[config.mk]
export PLATFORM = sky130hd
export DESIGN_NAME = led_sequencer
export DESIGN_NICKNAME = d
export VERILOG_FILES = /design/src/rtl/led_sequencer.sv
export SDC_FILE = /design/constraint.sdc
export NUM_CORES = 1
export LEC_CHECK = 0
export BUFFER_PORTS_ARGS = -buffer_cell sky130_fd_sc_hd__buf_2
export CORE_MARGIN = 5
export CORE_UTILIZATION = 30
export CTS_CLUSTER_DIAMETER = 150
export DETAILED_ROUTE_END_ITERATION = 6
export PLACE_DENSITY_LB_ADDON = 0.08
export SYNTH_ARGS = -nofsm -noshare
export SYNTH_HDL_FRONTEND = slang
export SYNTH_SLANG_ARGS = --single-unit
[constraint.sdc]
create_clock -name clk -period 3.26 [get_ports clk]
set_input_delay 0.652 -clock clk [delete_from_list [all_inputs] [get_ports clk]]
set_output_delay 0.652 -clock clk [all_outputs]
set_load 0.005 [all_outputs]
[src/rtl/led_sequencer.sv]
// WIDTH-bit LED pattern generator: rotate-left, rotate-right, bounce and fill/drain
// patterns, advancing at a programmable clock divide, with pause and single-step.
module led_sequencer #(
    parameter int WIDTH     = 8,
    parameter int DIV_WIDTH = 32
) (
    input  logic                 clk,
    input  logic                 rst_n,
    input  logic                 en,
    input  logic                 step,
    input  logic [1:0]           mode,
    input  logic [DIV_WIDTH-1:0] div,
    output logic [WIDTH-1:0]     led,
    output logic                 tick
);

    localparam logic [WIDTH-1:0]     LED_ZERO    = {WIDTH{1'b0}};
    localparam logic [WIDTH-1:0]     LED_ONES    = {WIDTH{1'b1}};
    localparam logic [WIDTH-1:0]     LED_LSB     = {{(WIDTH-1){1'b0}}, 1'b1};
    localparam logic [WIDTH-1:0]     LED_MSB     = {1'b1, {(WIDTH-1){1'b0}}};
    localparam logic [DIV_WIDTH-1:0] DIV_ZERO    = {DIV_WIDTH{1'b0}};
    localparam logic [DIV_WIDTH-1:0] DIV_ONE     = DIV_WIDTH'(1);
    localparam logic                 DIR_UP      = 1'b0;
    localparam logic                 DIR_DOWN    = 1'b1;
    localparam logic                 PHASE_FILL  = 1'b0;
    localparam logic                 PHASE_DRAIN = 1'b1;

    function automatic logic [WIDTH-1:0] mode_seed(input logic [1:0] m);
        logic [WIDTH-1:0] s;
        case (m)
            2'd0, 2'd2: s = LED_LSB;
            2'd1:       s = LED_MSB;
            default:    s = LED_ZERO;
        endcase
        return s;
    endfunction

    logic [WIDTH-1:0]     led_r,     led_s;
    logic                 tick_r,    tick_s;
    logic [DIV_WIDTH-1:0] div_cnt_r, div_cnt_s;
    logic [1:0]           mode_r,    mode_s;
    logic                 dir_r,     dir_s;
    logic                 phase_r,   phase_s;
    logic [DIV_WIDTH-1:0] eff_last_s;
    logic                 advance_s;

    // Advance qualifier; >= lets a runtime decrease of div fire immediately.
    always_comb begin
        eff_last_s = (div == DIV_ZERO) ? DIV_ZERO : (div - DIV_ONE);
        if (en) begin
            advance_s = (div_cnt_r >= eff_last_s);
        end else begin
            advance_s = step;
        end
    end

    // Next-state logic: a mode change reloads and suppresses any advance.
    always_comb begin
        led_s     = led_r;
        tick_s    = 1'b0;
        div_cnt_s = div_cnt_r;
        mode_s    = mode_r;
        dir_s     = dir_r;
        phase_s   = phase_r;
        if (mode != mode_r) begin
            mode_s    = mode;
            div_cnt_s = DIV_ZERO;
            led_s     = mode_seed(mode);
            dir_s     = DIR_UP;
            phase_s   = PHASE_FILL;
        end else if (advance_s) begin
            tick_s = 1'b1;
            if (en) begin
                div_cnt_s = DIV_ZERO;
            end else begin
                div_cnt_s = div_cnt_r;
            end
            case (mode_r)
                2'd0: begin
                    if (led_r == LED_ZERO) begin
                        led_s = LED_LSB;
                    end else begin
                        led_s = {led_r[WIDTH-2:0], led_r[WIDTH-1]};
                    end
                end
                2'd1: begin
                    if (led_r == LED_ZERO) begin
                        led_s = LED_MSB;
                    end else begin
                        led_s = {led_r[0], led_r[WIDTH-1:1]};
                    end
                end
                2'd2: begin
                    if (led_r == LED_ZERO) begin
                        led_s = LED_LSB;
                        dir_s = DIR_UP;
                    end else if (dir_r == DIR_UP) begin
                        if (led_r[WIDTH-1]) begin
                            dir_s = DIR_DOWN;
                            led_s = led_r >> 1;
                        end else begin
                            led_s = led_r << 1;
                        end
                    end else begin
                        if (led_r[0]) begin
                            dir_s = DIR_UP;
                            led_s = led_r << 1;
                        end else begin
                            led_s = led_r >> 1;
                        end
                    end
                end
                default: begin
                    if (phase_r == PHASE_FILL) begin
                        led_s = {led_r[WIDTH-2:0], 1'b1};
                        if (led_s == LED_ONES) begin
                            phase_s = PHASE_DRAIN;
                        end else begin
                            phase_s = PHASE_FILL;
                        end
                    end else begin
                        led_s = {led_r[WIDTH-2:0], 1'b0};
                        if (led_s == LED_ZERO) begin
                            phase_s = PHASE_FILL;
                        end else begin
                            phase_s = PHASE_DRAIN;
                        end
                    end
                end
            endcase
        end else begin
            if (en) begin
                div_cnt_s = div_cnt_r + DIV_ONE;
            end else begin
                div_cnt_s = div_cnt_r;
            end
        end
    end

    // State register with asynchronous active-low reset.
    always_ff @(posedge clk or negedge rst_n) begin
        if (!rst_n) begin
            led_r     <= LED_LSB;
            tick_r    <= 1'b0;
            div_cnt_r <= DIV_ZERO;
            mode_r    <= 2'd0;
            dir_r     <= DIR_UP;
            phase_r   <= PHASE_FILL;
        end else begin
            led_r     <= led_s;
            tick_r    <= tick_s;
            div_cnt_r <= div_cnt_s;
            mode_r    <= mode_s;
            dir_r     <= dir_s;
            phase_r   <= phase_s;
        end
    end

    assign led  = led_r;
    assign tick = tick_r;

endmodule

==> metrics.log, run 1 <==
INFO  metric run_status = finished, violations left
INFO  metric failing_checks = negative setup slack
INFO  metric area.sequential = 1130 µm²
INFO  metric antenna_violating_nets_left = 0
INFO  metric leakagePower = 2.43 nW
INFO  metric grt_pass1_wl = 20100 µm
INFO  metric final_design_area_no_fill = about 5500 µm²
INFO  metric fin_skew = 3.39 ps
INFO  metric track_usage = 0.149
INFO  metric tritoncts = yes
INFO  metric final_number_of_setup_violating_endpoints = 43
INFO  metric die_y = 128 µm
INFO  metric drive_above_1_share = 0.306
INFO  metric synth-edff-count = 0
INFO  metric cts_root_buf = clkbuf_16
INFO  metric numPlacedInstances = ~770
INFO  metric route.vias.total = 4043
INFO  metric power_density = roughly 270 nW/µm²
INFO  metric synthesis.area = between 4000 and 5000 µm²
INFO  metric ys_ff_latch = 45
INFO  metric cts_buffer_depth = 2
INFO  metric dp_hpwl = 9480 µm
INFO  metric rsz_0062_raised_after_global_routing = yes
INFO  metric worstPathRequired = 3430 ps
INFO  metric synth_simple_gate_area_share = 0.314
INFO  metric synthAdderAreaFrac = 0.105
INFO  metric synth_top_family_by_area = simple AND/OR/NAND/NOR gates
INFO  metric avgSynthCellArea = 8.54 µm²
INFO  metric max_cap_viol_count = 0
INFO  metric ir_worst_vdd = around 0.00029 V
INFO  metric critical_path.startpoint_type = input pin
INFO  metric xor_and_xnor_fraction_of_the_mapped_netlist_area = 0.123
INFO  metric area_added_between_synthesis_and_finish = 31.9%
INFO  metric register_area_share_after_synthesis = 0.269
INFO  metric multi_input_comb_area = 3090 µm²
INFO  metric min_hold_slack = 322 ps
INFO  metric syn-instance-count = 490
INFO  metric vias_per_cell = a little over 5
INFO  metric muxShareOfSynthArea = 0.0194
INFO  metric worst_skew_pair.late_latency = 280 ps
INFO  metric synthTopCellsByCount = 71 x nand2_1, 44 x dfrtp_1, 41 x nor3_1
INFO  metric yosys.cell_count.top_type = nand2_1
INFO  metric total_power_after_layout = 1.49 mW
INFO  metric arrival = 4150 ps
INFO  metric synth_top_cell_area_share = 0.263
INFO  metric n_fill_cell = 1445
INFO  metric antennaDiodeCount = 0
INFO  metric synth.net_count = 563
INFO  metric gr-total-overflow = 0
INFO  metric placement_rows = 43
INFO  metric biggest_fanout_along_the_worst_timing_path = 8
INFO  metric cts_htree_levels = 2
INFO  metric async_reset_ff_frac = 1.00
INFO  metric yosys_most_used_dff = dfrtp_1
INFO  metric core_area = 13800 µm²
INFO  metric chipWidth = between 100 and 150 µm
INFO  metric buffer_ports.inserted = 46
INFO  metric drt_pass1_iterations = 4
INFO  metric cts_sinks = 45
INFO  metric design.die.area = 16400 µm²
INFO  metric initial_core_util = 0.304
INFO  metric pins_over_slew_limit = 0
INFO  metric synth_warnings = 0
INFO  metric criticalPathCategory = in2reg
INFO  metric via_count_of_the_first_global_routing_pass = 3974
INFO  metric synth_cell_types = 67
INFO  metric synth-compound-area-share = 0.134
INFO  metric relSlewSlack = 0.511
INFO  metric drc = 0
INFO  metric net_total_in_the_final_layout = between 600 and 700
INFO  metric finalHoldViolations = 0
INFO  metric critical_path.endpoint_type = register
INFO  metric timing.final.ws_setup = -722 ps
INFO  metric yosys.area.top_type = dfrtp_1
INFO  metric clk_pin_slew_worst_paths = 60 ps
INFO  metric layout_worst_path_cycle_share = 1.22
INFO  metric place_congestion = 0.828
INFO  metric yosys-top-cells-area = dfrtp_1 26%, ha_1 10%, xor2_1 6.9%
INFO  metric achievable-frequency = 251 MHz
INFO  metric floorplan.io_pins = 47
INFO  metric hold_path.class = in2async
INFO  metric max_slew.worst_pin.slew = around 730 ps
INFO  metric grt_start_max_net_pins = 31
INFO  metric post_dp_cell_area = between 5000 and 6000 µm²
INFO  metric cts_inserted_buffers = 5
INFO  metric route.detailed.wl_per_inst = 15.6 µm
INFO  metric totalWireLength = 12200 µm
INFO  metric layout_min_cycle_time = between 3000 and 4000 ps
INFO  metric drt_iter0_markers = 174
INFO  metric grt_antenna_before_repair = 0
INFO  metric finished_layout_cells = roughly 800
sequential cells by signal, summed over array words and instances, names as in the netlist:
| register | flops |
|---|---|
| div_cnt_r | 32 |
| led | 8 |
| mode_r | 2 |
| dir_r | 1 |
| phase_r | 1 |
| tick | 1 |
area by class of cell:
cell class                      count  area share
Sequential cell                    45       0.204
Clock inverter                      1     0.00544
Clock buffer                        7      0.0259
Timing Repair Buffer              125       0.158
Multi-Input combinational cell    415       0.559
Tap cell                          180      0.0408
Inverter                            9     0.00612
repair_timing:
action                     4_1_cts  5_1_grt
resized for setup               24       10
setup buffers                    3        0
hold buffers                     0        0
pin swaps                       25        5
setup endpoints to repair       43       43
cloned                           0        0
per-layer routing:
| layer | global-route usage | part of all wire | up-vias |
|---|---|---|---|
| met5 | 0 | 0 | - |
| met4 | 0.0431 | 0.022 | 0 |
| met3 | 0.0242 | 0.043 | 19 |
| met2 | 0.232 | 0.44 | 89 |
| met1 | 0.212 | 0.50 | 1905 |
| li1 | - | - | 2030 |
final timing paths:
path / endpoint / depth (start not counted) / slack, ps / startpoint
worst max-delay path: led[2] / 14 / -720 / div[15]
worst min-delay path: led[4] / 1 / 320 / rst_n
worst max register to register: led[2] / 7 / 790 / div_cnt_r[25]
worst min register to register: phase_r / 2 / 560 / phase_r
max in group asynchronous: led[0] / 2 / 2160 / rst_n
min in group clk: mode_r[1] / 1 / 560 / mode[1]
cell usage in the layout (no fill, tap or decap), drive strengths merged, types with 9 or more instances in the layout:
cell,instances
inv,9
nor3,44
nor4,13
nand3,20
o21ai,12
dfrtp,44
nand2,71
a21oi,18
nand4,17
xor2,35
nor2,28
buf,125
ha,35
xnor2,22
worst max-delay path, cell delays in order:
cell      delay [ps]
buf_6             90
or4_4            530
or3_4            400
nor3_4           220
nand3b_1         130
xnor2_1          150
nand2_1          110
ha_4             290
nand4_1          110
or4_4            580
a211oi_4         230
o21a_2           260
o21ai_4          140
a31o_1           250
per-stage QoR:
stage | util | setup TNS [ps] | worst slack (ps)
floorplan | - | -28030 | -717
global placement | 0.374 | -45950 | -1120
detailed placement | 0.374 | -48470 | -1170
CTS | 0.397 | -30640 | -766
global route | 0.401 | -35810 | -872
finish | 0.401 | -28740 | -722
cells by family after synthesis:
family / after synthesis
compound gates: 76
xor+xnor: 57
fa+ha+maj: 35
buf+inv: 30
flops: 45
mux: 8
simple gates: 239
where the power goes:
part	leakage [nW]	internal, mW	switching (mW)
Clock	0.0841	0.383	0.210
Combinational	1.73	0.136	0.172
Sequential	0.618	0.567	0.0181
(Power assumes the default switching activity.)
==> run 2: changes to the inputs <==
--- a/config.mk
+++ b/config.mk
@@ -5,6 +5,7 @@
 export SDC_FILE = /design/constraint.sdc
 export NUM_CORES = 1
 export LEC_CHECK = 0
+export ABC_AREA = 1
 export BUFFER_PORTS_ARGS = -buffer_cell sky130_fd_sc_hd__buf_2
 export CORE_MARGIN = 5
 export CORE_UTILIZATION = 30
==> metrics.log, run 2 <==
INFO  metric run_status = finished clean
INFO  metric biggest_fanout_along_the_worst_timing_path = 9 (+1)
INFO  metric layout_worst_path_cycle_share = 0.965 (-0.256)
INFO  metric gr-total-overflow = 0 (unchanged)
INFO  metric layout_min_cycle_time = 3150 ps (-835 ps)
INFO  metric vias_per_cell = 4.78 (-7.5%)
INFO  metric synthTopCellsByCount = 177 x nand2_1, 84 x inv_1, 76 x nor2_1
INFO  metric worst_r2r_path_depth = 8 (+1)
INFO  metric die_y = 135 µm (+5.3%)
INFO  metric dp_hpwl = 11500 µm (+21%)
INFO  metric drive_above_1_share = 0.332 (+0.0261)
INFO  metric place_congestion = 0.902 (+9.0%)
INFO  metric cts_sinks = 45 (unchanged)
INFO  metric finalHoldViolations = 0 (unchanged)
INFO  metric wl_met1 = 6710 µm (+11%)
INFO  metric chipWidth = 135 µm (+5.3%)
INFO  metric grt_antenna_before_repair = 0 (unchanged)
INFO  metric setup-tns-final = 0 ps (+28740 ps)
INFO  metric cts_htree_levels = 2 (unchanged)
INFO  metric ir_worst_vdd = 0.000194 V (-33%)
INFO  metric synth_cell_types = 44 (-34%)
INFO  metric uppermost_layer_routed = met4
INFO  metric yosys.area.top_type = dfrtp_1
INFO  metric synth.net_count = 772 (+37%)
INFO  metric fin_skew = 9.66 ps (+6.27 ps)
INFO  metric synthesis.area = 4680 µm² (+12%)
INFO  metric hold_path.startpoint = mode[1]
INFO  metric criticalPathCategory = in2reg
INFO  metric via_count_of_the_first_global_routing_pass = 4994 (+26%)
INFO  metric core_area = 15300 µm² (+11%)
INFO  metric initial_core_util = 0.306 (+0.00266)
INFO  metric grt_pass1_wl = 23800 µm (+19%)
INFO  metric dr_wl_met2 = 6800 µm (+27%)
INFO  metric final_number_of_setup_violating_endpoints = 0 (-100%)
INFO  metric max_flop_register = div_cnt_r
INFO  metric totalWireLength = 14500 µm (+19%)
INFO  metric multi_input_comb_area = 3430 µm² (+11%)
INFO  metric pins_over_slew_limit = 0 (unchanged)
INFO  metric syn-instance-count = 699 (+43%)
INFO  metric area.sequential = 1130 µm² (unchanged)
INFO  metric achievable-frequency = 318 MHz (+27%)
INFO  metric yosys.cell_count.top_type = nand2_1
INFO  metric worstHoldPathCells = 1
INFO  metric synth_warnings = 0 (unchanged)
INFO  metric route.vias.total = 5015 (+24%)
INFO  metric antennaDiodeCount = 0 (unchanged)
INFO  metric cts_hold_buffers_added = 0 (unchanged)
INFO  metric net_total_in_the_final_layout = 910 (+35%)
INFO  metric cts_buffer_depth = 2 (unchanged)
INFO  metric antenna_violating_nets_left = 0 (unchanged)
INFO  metric worstPathRequired = 3490 ps (+60 ps)
INFO  metric place_worst_setup_slack = -353 ps (+821 ps)
INFO  metric leakagePower = 3.08 nW (+27%)
INFO  metric max_slew.worst_pin.slew = 1080 ps (+345 ps)
INFO  metric track_usage = 0.159 (+0.0105)
INFO  metric register_area_share_after_synthesis = 0.241 (-0.0283)
INFO  metric cts_inserted_buffers = 5 (unchanged)
INFO  metric grt_start_max_net_pins = 46 (+48%)
INFO  metric met3_wirelength = 592 µm (+14%)
INFO  metric critical_path.endpoint_type = register
INFO  metric hold_path.class = in2reg
INFO  metric synth-edff-count = 0 (unchanged)
INFO  metric regToRegSetupSlack = 1090 ps (+300 ps)
INFO  metric yosys_most_used_dff = dfrtp_1
INFO  metric total_power_after_layout = 1.48 mW (-0.34%)
INFO  metric timing.final.ws_setup = 113 ps (+835 ps)
INFO  metric clk_pin_slew_worst_paths = 70 ps (about the same)
INFO  metric max_cap_viol_count = 0 (unchanged)
INFO  metric numPlacedInstances = 1028 (+33%)
INFO  metric placement_rows = 45 (+4.7%)
INFO  metric buffer_ports.inserted = 46 (unchanged)
INFO  metric design.die.area = 18200 µm² (+11%)
INFO  metric tritoncts = yes
INFO  metric largest_register_ffs = 32 (unchanged)
INFO  metric power_density = 232 nW/µm² (-14%)
INFO  metric worst_skew_pair.late_latency = 290 ps (about the same)
INFO  metric drt_pass1_iterations = 4 (unchanged)
INFO  metric relSlewSlack = 0.282 (-0.230)
INFO  metric floorplan.io_pins = 47 (unchanged)
INFO  metric avgSynthCellArea = 6.69 µm² (-22%)
INFO  metric finished_layout_cells = 1049 (+34%)
INFO  metric synth_top_cell_area_share = 0.235 (-0.0277)
INFO  metric finalCoreUtilization = 0.419 (+0.0181)
INFO  metric arrival = 3370 ps (-780 ps)
INFO  metric drt_iter0_markers = 151 (-13%)
INFO  metric ys_ff_latch = 45 (unchanged)
INFO  metric rsz_0062_raised_after_global_routing = yes
INFO  metric r2r-start = mode_r[0]
INFO  metric highest_count_cells_in_the_layout_ignoring_fill_and_taps = 163 x nand2_1, 85 x buf_4, 74 x inv_1, 64 x nor2_1, 55 x nand3_1
INFO  metric async_reset_ff_frac = 1.00 (unchanged)
INFO  metric route.detailed.wl_per_inst = 13.8 µm (-11%)
INFO  metric most_common_cell_after_layout_fill_and_taps_aside = nand2_1
INFO  metric drc = 0 (unchanged)
INFO  metric worst_hold_path.endpoint = mode_r[1]
INFO  metric crit_reg_reg_endpoint = div_cnt_r[26]
INFO  metric area_added_between_synthesis_and_finish = 36.6%
INFO  metric cts_root_buf = clkbuf_16
INFO  metric n_fill_cell = 1594 (+10%)
INFO  metric yosys-top-cells-area = dfrtp_1 24%, nand2_1 14%, ha_1 9.4%
INFO  metric critical_path.startpoint_type = input pin
-- run 2: routing by layer --
layer / GRT usage / up-vias
li1: - / 2584
met1: 0.207 / 2294
met2: 0.274 / 112
met3: 0.0190 / 25
met4: 0.0549 / 0
met5: 0 / -
-- run 2: worst max-delay path, stage by stage --
cell	delay [ps]
buf_2	110
inv_2	70
ha_2	240
nand3_1	140
nor3_2	160
nand3_1	110
buf_6	160
buf_12	130
nand2_1	60
ha_1	250
nand2_2	80
inv_1	40
nand2_1	70
nand2_1	50
nand2_1	50
nand2_1	60
nor2_2	110
nand2_2	70
nand2_1	70
nand2_2	100
nand2_4	130
nand2_8	90
buf_6	130
buf_4	120
a21oi_2	110
-- run 2: layout make-up --
class                   count  area share
repair buffers            144       0.170
well taps                 211      0.0413
inverters                  88      0.0525
multi-input cells         553       0.536
clock buffers               5      0.0196
clock inverters             3     0.00353
flip-flops and latches     45       0.176
-- run 2: power by group --
group          leakage, nW  internal (mW)  switching (mW)
registers            0.619          0.568          0.0162
logic                 2.40          0.161           0.223
clock network       0.0621          0.284           0.230
total                 3.08           1.01           0.469
-- run 2: repair_timing --
item / in CTS / in global routing
setup buffers: 7 / 8
pin swaps: 10 / 36
resized for setup: 21 / 80
endpoints found under the hold margin: 0 / 0
setup endpoints to repair: 25 / 43
gates cloned: 1 / 0
-- run 2: how the worst max path moves through the flow --
stage / startpoint / endpoint / slack (ps)
finish: div[0] / div_cnt_r[11] / 110
detailed placement: div[19] / div_cnt_r[30] / -350
CTS: div[1] / led[5] / -4
floorplan: div[1] / div_cnt_r[10] / 160
global route: div[7] / div_cnt_r[21] / -110
global placement: div[16] / div_cnt_r[23] / -320
-- run 2: cell families after synthesis --
| group | synth area share |
|---|---|
| compound gates | 0.141 |
| xor+xnor | 0.0562 |
| fa+ha+maj | 0.0937 |
| buf+inv | 0.0894 |
| flops | 0.241 |
| simple gates | 0.379 |
-- run 2: metrics by stage --
step	instance area [µm²]	hold slack, ps
floorplan	4680	356
global placement	5770	555
detailed placement	5770	565
CTS	6070	504
global route	6390	505
finish	6390	508
==> run 3: changes to the inputs <==
--- a/config.mk
+++ b/config.mk
@@ -8,9 +8,10 @@
 export ABC_AREA = 1
 export BUFFER_PORTS_ARGS = -buffer_cell sky130_fd_sc_hd__buf_2
 export CORE_MARGIN = 5
-export CORE_UTILIZATION = 30
+export CORE_UTILIZATION = 41
 export CTS_CLUSTER_DIAMETER = 150
 export DETAILED_ROUTE_END_ITERATION = 6
+export GPL_TIMING_DRIVEN = 0
 export PLACE_DENSITY_LB_ADDON = 0.08
 export SYNTH_ARGS = -nofsm -noshare
 export SYNTH_HDL_FRONTEND = slang
==> metrics.log, run 3 (synthesis gave the netlist of run 2 again) <==
INFO  metric die_y = 117 µm (-13%)
INFO  metric grt_start_max_net_pins = 46 (unchanged)
INFO  metric arrival = 3390 ps (+20 ps)
INFO  metric antenna_violating_nets_left = 0 (unchanged)
INFO  metric grt_pass1_wl = 22300 µm (-6.5%)
INFO  metric design.die.area = 13600 µm² (-25%)
INFO  metric totalWireLength = 14400 µm (-0.82%)
INFO  metric drt_pass1_iterations = 7 (+3)
INFO  metric total_power_after_layout = 1.56 mW (+5.0%)
INFO  metric critPathMostFrequentCell = nor2_4
INFO  metric largest_register_ffs = 32 (unchanged)
INFO  metric placement_rows = 39 (-13%)
INFO  metric timing.critical_path.slowest_cell_delay = 290 ps (+40 ps)
INFO  metric relSlewSlack = 0.296 (+0.0140)
INFO  metric place_congestion = 0.950 (+5.3%)
INFO  metric clk_pin_slew_worst_paths = 70 ps (about the same)
INFO  metric rsz_0062_raised_after_global_routing = yes
INFO  metric dp_hpwl = 10300 µm (-10%)
INFO  metric crit_path_cell_trace = buf_4 > nor2_4 > nand2_2 > nor2_4 > and2_4 > nand3_4 > nor2_4 > nand2_4 > nor2_4 > nand2_1 > nand2_1 > nand3_2 > ha_4 > nand2_4 > nor2_4 > nand4_1 > nor2_1 > nand2_2 > nand2_4 > nand2_8 > nand2_8 > clkbuf_16 > a21oi_2
INFO  metric timing.final.ws_setup = 40.8 ps (-72.2 ps)
INFO  metric cts_hold_buffers_added = 0 (unchanged)
INFO  metric critPathTopFamily = simple AND/OR/NAND/NOR gates
INFO  metric n_fill_cell = 1117 (-30%)
INFO  metric drt_iter0_markers = 281 (+86%)
INFO  metric cts_root_buf = clkbuf_16
INFO  metric area_added_between_synthesis_and_finish = 30.0%
INFO  metric hold_path.class = in2async
INFO  metric via_count_of_the_first_global_routing_pass = 4714 (-5.6%)
INFO  metric drive_above_1_share = 0.292 (-0.0402)
INFO  metric pins_over_slew_limit = 0 (unchanged)
INFO  metric track_usage = 0.203 (+0.0436)
INFO  metric ir_worst_vdd = 0.000177 V (-8.6%)
INFO  metric run_status = finished clean
INFO  metric drc = 0 (unchanged)
INFO  metric antennaDiodeCount = 0 (unchanged)
INFO  metric buffer_ports.inserted = 46 (unchanged)
INFO  metric max_slew.worst_pin.slew = 1060 ps (-21.1 ps)
INFO  metric layout_worst_path_cycle_share = 0.987 (+0.0222)
INFO  metric criticalPathCategory = in2reg
INFO  metric worstPathRequired = 3430 ps (-60 ps)
INFO  metric biggest_fanout_along_the_worst_timing_path = 7 (-2)
INFO  metric route.vias.total = 4969 (-0.92%)
INFO  metric final_number_of_setup_violating_endpoints = 0 (unchanged)
INFO  metric cts_sinks = 45 (unchanged)
INFO  metric critical_path.startpoint_type = input pin
INFO  metric layout_min_cycle_time = 3220 ps (+72.2 ps)
INFO  metric finalHoldViolations = 0 (unchanged)
INFO  metric cts_buffer_depth = 2 (unchanged)
INFO  metric max_cap_viol_count = 0 (unchanged)
INFO  metric vias_per_cell = 5.33 (+12%)
INFO  metric route.detailed.wl_per_inst = 15.4 µm (+12%)
INFO  metric critical_path.slowest_cell = ha_4
INFO  metric cts_inserted_buffers = 5 (unchanged)
INFO  metric most_common_cell_after_layout_fill_and_taps_aside = nand2_1
INFO  metric initial_core_util = 0.413 (+0.107)
INFO  metric cts_htree_levels = 2 (unchanged)
INFO  metric power_density = 256 nW/µm² (+10%)
INFO  metric highest_count_cells_in_the_layout_ignoring_fill_and_taps = 164 x nand2_1, 73 x inv_1, 60 x nor2_1, 54 x nand3_1
INFO  metric achievable-frequency = 311 MHz (-2.2%)
INFO  metric max_flop_register = div_cnt_r
INFO  metric worst_skew_pair.late_latency = 290 ps (about the same)
INFO  metric grt_antenna_before_repair = 0 (unchanged)
INFO  metric floorplan.io_pins = 47 (unchanged)
INFO  metric fin_skew = 13.8 ps (+4.09 ps)
INFO  metric leakagePower = 2.90 nW (-5.8%)
INFO  metric chipWidth = 117 µm (-13%)
INFO  metric tritoncts = yes
INFO  metric net_total_in_the_final_layout = 861 (-5.4%)
INFO  metric critical_path.endpoint_type = register
INFO  metric critical_path_buf_inv_count = 2 (-5)
INFO  metric core_area = 11300 µm² (-26%)
INFO  metric gr-total-overflow = 0 (unchanged)
INFO  metric place_worst_setup_slack = -661 ps (-308 ps)
## run 3: changes by cell type in the layout (fill, tap and decap cells not counted), moves of 4 or more
cell,change
buf_6,-6
nor2_1,-4
nor2_4,+7
nand2_2,-4
o21ai_0,+6
buf_4,-51
## run 3: worst paths after layout
kind	cells after the start	startpoint	slack, ps	end
worst max-delay path	23	div[3]	40	div_cnt_r[10]
worst min-delay path	1	rst_n	550	div_cnt_r[24]
worst max register to register	13	div_cnt_r[15]	1190	div_cnt_r[10]
worst min register to register	2	div_cnt_r[1]	590	div_cnt_r[1]
max in group asynchronous	1	rst_n	2060	div_cnt_r[12]
min in group clk	2	div_cnt_r[1]	590	div_cnt_r[1]
## run 3: area by class of cell
class	instances	area [µm²]	share of cell area
multi-input cells	554	3520	0.580
flip-flops and latches	45	1130	0.185
repair buffers	81	596	0.0980
inverters	88	350	0.0576
well taps	143	179	0.0294
clock buffers	7	143	0.0235
plain buffers	13	129	0.0212
clock inverters	1	30.0	0.00494
## run 3: worst reg2reg max path, cell delays in order (launching register included)
cell and delay, ps:
dfrtp_1 430, ha_1 320, nand2_1 70, nor2_1 140, nand2_1 80, nor2_1 100, nor2_1 50, nand2_1 100
nand2_2 80, nand2_4 120, nand2_8 80, nand2_8 150, clkbuf_16 180, a21oi_2 50
## run 3: where the power goes
part	leakage, nW	switching (mW)	internal (mW)
Clock	0.0841	0.220	0.383
Sequential	0.619	0.0150	0.568
Combinational	2.20	0.229	0.140
Total	2.90	0.464	1.09
## run 3: repair_timing
| item | 4_1_cts | 5_1_grt |
|---|---|---|
| pin swaps | 9 | 51 |
| resized for setup | 26 | 104 |
| setup buffers | 7 | 25 |
| endpoints found under the setup margin | 43 | 43 |
| cloned | 0 | 4 |
## run 3: metal layers
layer,global-route usage,vias up,share of wire,wire length [µm]
met2,0.369,116,0.51,7280
li1,-,2494,-,-
met5,0,-,0,0
met4,0.0665,0,0.022,310
met1,0.250,2332,0.43,6240
met3,0.0216,27,0.037,530
## run 3: stage by stage
stage               instances  utilization  setup TNS (ps)  hold slack, ps  area (µm²)
floorplan                 699            -               0             356        4680
global placement          888        0.449          -24700             550        5080
detailed placement        888        0.449          -25450             566        5080
CTS                       903        0.478               0             577        5410
global route              932        0.537           -3220             610        6080
finish                    932        0.537               0             554        6080
